## config.mk

```make
export PLATFORM = sky130hd
export DESIGN_NAME = pipeline_ctrl
export DESIGN_NICKNAME = d
export VERILOG_FILES = /design/src/rtl/pipeline_ctrl.sv
export SDC_FILE = /design/constraint.sdc
export NUM_CORES = 1
export LEC_CHECK = 0
export BUFFER_PORTS_ARGS = -buffer_cell sky130_fd_sc_hd__buf_4
export CORE_MARGIN = 2
export CORE_UTILIZATION = 45
export CTS_CLUSTER_SIZE = 12
export DETAILED_ROUTE_END_ITERATION = 10
export MAX_ROUTING_LAYER = met4
export PLACE_DENSITY = 0.81
export SKIP_LAST_GASP = 1
export SYNTH_ARGS = -nofsm -noshare
export SYNTH_HDL_FRONTEND = slang
export SYNTH_SLANG_ARGS = --single-unit
```

## constraint.sdc

```tcl
create_clock -name clk -period 5.49 [get_ports clk]
set_input_delay 0.8235 -clock clk [delete_from_list [all_inputs] [get_ports clk]]
set_output_delay 0.8235 -clock clk [all_outputs]
set_load 0.02 [all_outputs]
```

## src/rtl/pipeline_ctrl.sv

```systemverilog
`default_nettype none
// ============================================================================
// Module      : pipeline_ctrl
// Description : Central hazard controller for the 5-stage core. It produces
//               the per-stage stall vector and merges the IF, ID and MEM stall
//               requests. It resolves EX branch/jump redirects. When a redirect
//               arrives while an instruction fetch is still outstanding, it
//               holds the redirect back until the fetch completes. It also
//               keeps saturating stall and redirect counters for debug.
// Ports       : clk            core clock, rising edge
//               rst            asynchronous reset, active-low
//               stallreq_if    IF waiting on instruction memory
//               stallreq_id    ID load-use hazard
//               stallreq_mem   MEM multi-cycle access in progress
//               branch_flag    EX resolved a taken branch/jump
//               branch_target  redirect address accompanying branch_flag
//               stall          per-stage stop bits (bit0=PC ... bit5=WB)
//               flush          kill IF/ID and ID/EX contents
//               new_pc_valid   PC loads new_pc this cycle
//               new_pc         redirect address (0 when not valid)
//               stall_cnt      cycles with stall[0]==1 (saturating)
//               redirect_cnt   redirects issued (saturating)
// Revision    : 1.0 - initial release
// ============================================================================
module pipeline_ctrl #(
  parameter int CTRL_WIDTH = 6,
  parameter int ADDR_WIDTH = 32,
  parameter int CNT_WIDTH  = 32
) (
  input  logic                  clk,
  input  logic                  rst,
  input  logic                  stallreq_if,
  input  logic                  stallreq_id,
  input  logic                  stallreq_mem,
  input  logic                  branch_flag,
  input  logic [ADDR_WIDTH-1:0] branch_target,
  output logic [CTRL_WIDTH-1:0] stall,
  output logic                  flush,
  output logic                  new_pc_valid,
  output logic [ADDR_WIDTH-1:0] new_pc,
  output logic [CNT_WIDTH-1:0]  stall_cnt,
  output logic [CNT_WIDTH-1:0]  redirect_cnt
);

  // The stop bits are contiguous from the PC upward. The first stage above
  // them keeps running and takes a bubble from its input register.
  localparam logic [CTRL_WIDTH-1:0] c_STALL_MEM = CTRL_WIDTH'(6'b011111);
  localparam logic [CTRL_WIDTH-1:0] c_STALL_ID  = CTRL_WIDTH'(6'b000111);
  localparam logic [CTRL_WIDTH-1:0] c_STALL_IF  = CTRL_WIDTH'(6'b000011);

  typedef enum logic [0:0] {
    ST_RUN     = 1'b0,
    ST_PEND_BR = 1'b1
  } state_t;

  state_t                r_state;
  state_t                w_state_nxt;
  logic [ADDR_WIDTH-1:0] r_pend_target;
  logic [CNT_WIDTH-1:0]  r_stall_cnt;
  logic [CNT_WIDTH-1:0]  r_redirect_cnt;
  logic                  w_load_pend;
  logic                  w_redirect;

  // --------------------------------------------------------------------------
  // State, pending target and counters
  // --------------------------------------------------------------------------
  always_ff @(posedge clk or negedge rst) begin
    if (!rst) begin
      r_state        <= ST_RUN;
      r_pend_target  <= '0;
      r_stall_cnt    <= '0;
      r_redirect_cnt <= '0;
    end else begin
      r_state <= w_state_nxt;
      if (w_load_pend) begin
        r_pend_target <= branch_target;
      end
      if (stall[0] && (r_stall_cnt != {CNT_WIDTH{1'b1}})) begin
        r_stall_cnt <= r_stall_cnt + 1'b1;
      end
      if (w_redirect && (r_redirect_cnt != {CNT_WIDTH{1'b1}})) begin
        r_redirect_cnt <= r_redirect_cnt + 1'b1;
      end
    end
  end

  // --------------------------------------------------------------------------
  // Stall vector, next state and redirect outputs (zero-latency)
  // --------------------------------------------------------------------------
  always_comb begin
    stall        = '0;
    flush        = 1'b0;
    new_pc_valid = 1'b0;
    new_pc       = '0;
    w_state_nxt  = r_state;
    w_load_pend  = 1'b0;
    w_redirect   = 1'b0;

    if (rst) begin
      if (stallreq_mem) begin
        stall = c_STALL_MEM;
      end else if (stallreq_id) begin
        stall = c_STALL_ID;
      end else if (stallreq_if) begin
        stall = c_STALL_IF;
      end

      case (r_state)
        ST_RUN: begin
          // While MEM stalls, EX is frozen and will present the branch again.
          if (branch_flag && !stallreq_mem) begin
            flush = 1'b1;
            if (!stallreq_if) begin
              new_pc_valid = 1'b1;
              new_pc       = branch_target;
              w_redirect   = 1'b1;
            end else begin
              // The fetch in flight is on the wrong path. Keep the target
              // until that fetch has completed.
              w_load_pend = 1'b1;
              w_state_nxt = ST_PEND_BR;
            end
          end
        end
        ST_PEND_BR: begin
          // Keep flushing so the wrong-path fetch never reaches ID. EX holds
          // only bubbles here, so branch_flag has no meaning.
          flush = 1'b1;
          if (!stallreq_if && !stallreq_mem) begin
            new_pc_valid = 1'b1;
            new_pc       = r_pend_target;
            w_redirect   = 1'b1;
            w_state_nxt  = ST_RUN;
          end
        end
        default: begin
          w_state_nxt = ST_RUN;
        end
      endcase
    end
  end

  assign stall_cnt    = r_stall_cnt;
  assign redirect_cnt = r_redirect_cnt;

endmodule
`default_nettype wire

```

# Yosys cells after proc, flatten, opt, wreduce, memory -nomap -nowiden

Cells that the tools add are included.

Logic and storage cells: 38
Latch bits: 0
Output and inout bits: 104
Memories: 0
Flip-flop bits (word level): 97
Memory bits (writable): 0
Input port bits: 38
ROM bits: 0

Reduce and logical (&&, ||, !) cells: 6
$mul: 0
Add/sub/neg operators: 2
Divide/modulo/power cells: 0
Shifts and indexed selects: 0
Equality and inequality tests: 2
Muxes and demuxes: 23
Bitwise gates (word level): 1
Magnitude comparators: 0

Operator list:

| cell                                                             | count |
|---|---|
| 32-bit two-way mux                                               | 4 |
| 32-bit by 1-bit adder with 32-bit output (second input constant) | 2 |
| 32-bit != test (second input constant)                           | 2 |
| 32-bit one-hot mux with 2 select lines                           | 1 |
| 1-bit two-way mux                                                | 11 |
| 5-bit two-way mux                                                | 2 |
| 1-bit one-hot mux with 2 select lines                            | 3 |
| 1-bit logical AND                                                | 4 |
| 3-bit two-way mux                                                | 1 |
| 1-bit logical NOT                                                | 2 |
| 2-bit two-way mux                                                | 1 |
| 1-bit NOT                                                        | 1 |

# Longest topological paths before layout

Depth after elaboration: 6
Mapped depth: 7
Gate-level depth less buffers: 7

# Least setup slack after synthesis

OpenSTA, ideal clock, no wires.

Path kind: input port to output port
Start: in stallreq_if
End: out new_pc[11]
Setup slack: 2.854 ns
Required time: 4.667 ns
Stages: 3
Arrival: 1.812 ns
Cells stage by stage: or3b_1 -> clkbuf_1 -> nor2_1

Word-level cells in the longest chain between the ends: 5

Ends and longest elaborated chain:

| what                                     | RTL line | text |
|---|---|---|
| from (decl)                              | 32       | `input logic stallreq_if,` |
| 1-bit logical NOT                        | 129      | `if (!stallreq_if && !stallreq_mem) begin` |
| 1-bit logical AND                        | 129      |  |
| 32-bit two-way mux                       | 129      |  |
| 32-bit one-hot mux with 2 select lines * | 108      | `case (r_state)` |
| 32-bit two-way mux *                     | 99       | `if (rst) begin` |
| to (decl)                                | 40       | `output logic [ADDR_WIDTH-1:0] new_pc,` |

Every way passes the cells marked *; elsewhere a longest branch is shown, timed or not.

# Worst setup path after layout

Start: in rst
End: out new_pc[12]

Word-level cells in the longest chain between the ends: 1

Ends and longest elaborated chain:

| what               | RTL line | text |
|---|---|---|
| from (decl)        | 31       | `input logic rst,` |
| 32-bit two-way mux | 99       |  |

Every way passes these cells.

==> results.yml <==
status:
  status: "finished clean"
global_route:
  grt_pass1_vias: 3874
  globalRoute.totalOverflow: 0
  grt_antenna_before_repair: 0
  grt_pass1_wl_um: 19300
  grt_start_max_net_pins: 57
  track_usage_pct: 21.1
clocking:
  postCtsSetupRepairBufs: 0
  clk_latency_ps: 350
  clockRootBuffer: "clkbuf_8"
  postCtsHoldBufs: 0
  ctsHtreeMaxLevel: 3
  cts_buffer_depth: 2
  clk_pin_slew_ps: 90
  cts_made_buffers: 9
  post_cts_resized: 0
  cts.sinks: 97
  cts_tree: "done"
setup_path:
  worstPathCellList: "buf_4 -> nor3b_1 -> o21ai_1 -> buf_4 -> nor2_1 -> buf_4"
  path_common_cell: "buf_4"
  worstSetupPathType: "in2out"
  rrSetupSlack_ps: 2860
  worst_setup_path_end_kind: "output pin"
  path_max_fanout: 50
  reg2reg_from: "stall_cnt[7]"
  worstPathArrival_ps: 2520
  required_ps: 4670
  cpMaxStageDelayCell: "buf_4"
  crit_path_start: "rst"
  worstSetupStartpointType: "input port"
  slowest_delay_ps: 480
  cp_num_buf_inv: 3
  path_delay_family: "buffers and inverters"
timing:
  fmax_ghz: 0.299
  worstMarginPinSlew_ps: 861
  skew_ps: 4.61
  fin_hold_ws_ps: 471
  setup-tns-final_ps: 0
  setup_viol_count_final: 0
  hold_viol: 0
  final.min_clock_period_ps: 3350
  finalMaxSlewViolations: 0
  fin_crit_sh_pct: 60.9
  slew_headroom_pct: 42.2
  rsz0062_at_grt: "no"
floorplanning:
  core.rowCount: 38
  core_sq_mm: 0.0107
  die_area_sq_mm: 0.0118
  fp.dieH_um: 109
  pin_count: 142
  die_w_um: 109
  start_util_pct: 45.8
yosys:
  synth_area_sq_mm: 0.00492
  ys_ff_latch: 97
  synth_edf_count: 0
  async_flop_share_pct: 100
  netlist_instances: 452
  synth_area_per_cell_sq_um: 10.9
  yosysSeqAreaShare_pct: 49.4
  post-synth-top-count-cell: "dfrtp_1"
  synthTopCellsByCount: "dfrtp_1 (97), nor2_1 (42), xnor2_1 (36)"
  synth.area.top_cells: "dfrtp_1 (49%), mux2_2 (7.3%), xnor2_1 (6.4%)"
  netlist.area_leader.share_pct: 49.4
  synth.yosys.warnings: 0
  yosysTopAreaCell: "dfrtp_1"
  synth_cell_types: 48
  synth_ff_type: "dfrtp_1"
  synthesis.nets: 492
power_and_ir_drop:
  p_leak_uw: 0.00304
  p_clk_share_pct: 26.4
  p_switching_uw: 576
  p_seq_share_pct: 50.0
  swShare_pct: 30.5
  p_int_uw: 1310
  peakVddDrop_mv: 0.219
  powerDensity_mw_per_mm2: 300
  p_comb_share_pct: 23.6
routing:
  antenna_left: 0
  drc: 0
  via_per_inst: 5.47
  wl_per_cell_um: 16.3
  wl_um: 11900
  vias: 4016
  drt_first_pass_iters: 4
  first_iter_violations: 164
layout:
  n_antenna_cell: 0
  fill_cells: 926
  final_util_pct: 58.6
  area_delta_synth_final_pct: 28.0
  layout-drive-gt1-share_pct: 33.7
  stdcell_area_sq_mm: 0.00630
  stdcell_count: 734
  nets: 629
worst_hold_path:
  hp-class: "in2async"
placed_design:
  gp_congestion: 0.839
  hpwlAfterDp_um: 8560
  io_buffer_count: 140
  post_dp_cell_area_sq_mm: 0.00609
  placed_cells: 718
flow_run:
  maxCapViolations: 0
## layout make-up
type / count / area (sq um) / area share [%]
multi-input cells: 331 / 2390 / 37.9
flip-flops and latches: 97 / 2430 / 38.6
repair buffers: 144 / 1080 / 17.2
inverters: 6 / 22.5 / 0.358
well taps: 140 / 175 / 2.78
clock inverters: 3 / 65.1 / 1.03
clock buffers: 13 / 139 / 2.21
## power groups by stage
stage	Combinational (uW)	Sequential (uW)	Clock, uW
floorplan	234	980	0
global placement	433	945	0
detailed placement	449	953	0
CTS	449	941	505
global route	485	960	536
finish	445	943	499
## metal layers
| layer | wire (um) | GRT usage, % | vias up |
|---|---|---|---|
| met1 | 5200 | 26.4 | 1995 |
| li1 | - | - | 1887 |
| met2 | 6060 | 35.0 | 112 |
| met4 | 254 | 8.24 | 0 |
| met5 | 0 | - | - |
| met3 | 431 | 2.53 | 22 |
## through the flow
stage	total power (uW)	setup slack, ps
floorplan	1210	2850
global placement	1380	2130
detailed placement	1400	2050
CTS	1900	2110
global route	1980	1950
finish	1890	2140
## cell families (layout without fill, tap and decap cells)
logic type	count (synthesis)	count (layout)	share of synthesized area (%)
and+or+nand+nor	192	192	21.9
muxes	55	55	12.2
adders and majority gates	2	2	0.509
buffers and inverters	24	166	2.24
AOI/OAI and AO/OA	22	22	3.26
xor gates and xnor gates	59	59	10.5
DFF	97	97	49.4
other	1	1	0.0762
## layout by cell type, fill, tap and decap left out, types with 2 or more instances in the layout
| master | netlist | final |
|---|---|---|
| a21oi_1 | 4 | 4 |
| a22oi_1 | 11 | 11 |
| and2_1 | 7 | 7 |
| and3_1 | 16 | 16 |
| and4_1 | 9 | 9 |
| buf_4 | 4 | 144 |
| bufinv_16 | 0 | 2 |
| clkbuf_1 | 8 | 4 |
| clkbuf_8 | 0 | 9 |
| dfrtp_1 | 97 | 97 |
| ha_1 | 2 | 2 |
| inv_1 | 5 | 5 |
| mux2_1 | 2 | 2 |
| mux2_2 | 32 | 32 |
| mux2i_1 | 20 | 20 |
| nand2_1 | 24 | 24 |
| nand2b_1 | 2 | 2 |
| nand3_1 | 28 | 28 |
| nand4_1 | 24 | 24 |
| nand4b_1 | 2 | 2 |
| nor2_1 | 42 | 42 |
| nor3_1 | 15 | 15 |
| nor4_1 | 5 | 5 |
| nor4_4 | 2 | 2 |
| or4_1 | 4 | 4 |
| xnor2_1 | 36 | 36 |
| xor2_1 | 23 | 23 |
## state kept, by name (all words and copies together) (netlist names)
name	count
r_pend_target	32
redirect_cnt	32
stall_cnt	32
r_state	1
## worst paths after layout
check	endpoint	cells past startpoint
max in group asynchronous	r_pend_target[2]	2
min reg2reg	redirect_cnt[14]	1
min in group clk	redirect_cnt[14]	1
max reg2reg	stall_cnt[1]	5
min	r_pend_target[24]	1
max	new_pc[12]	6
(Power assumes the default switching activity.)
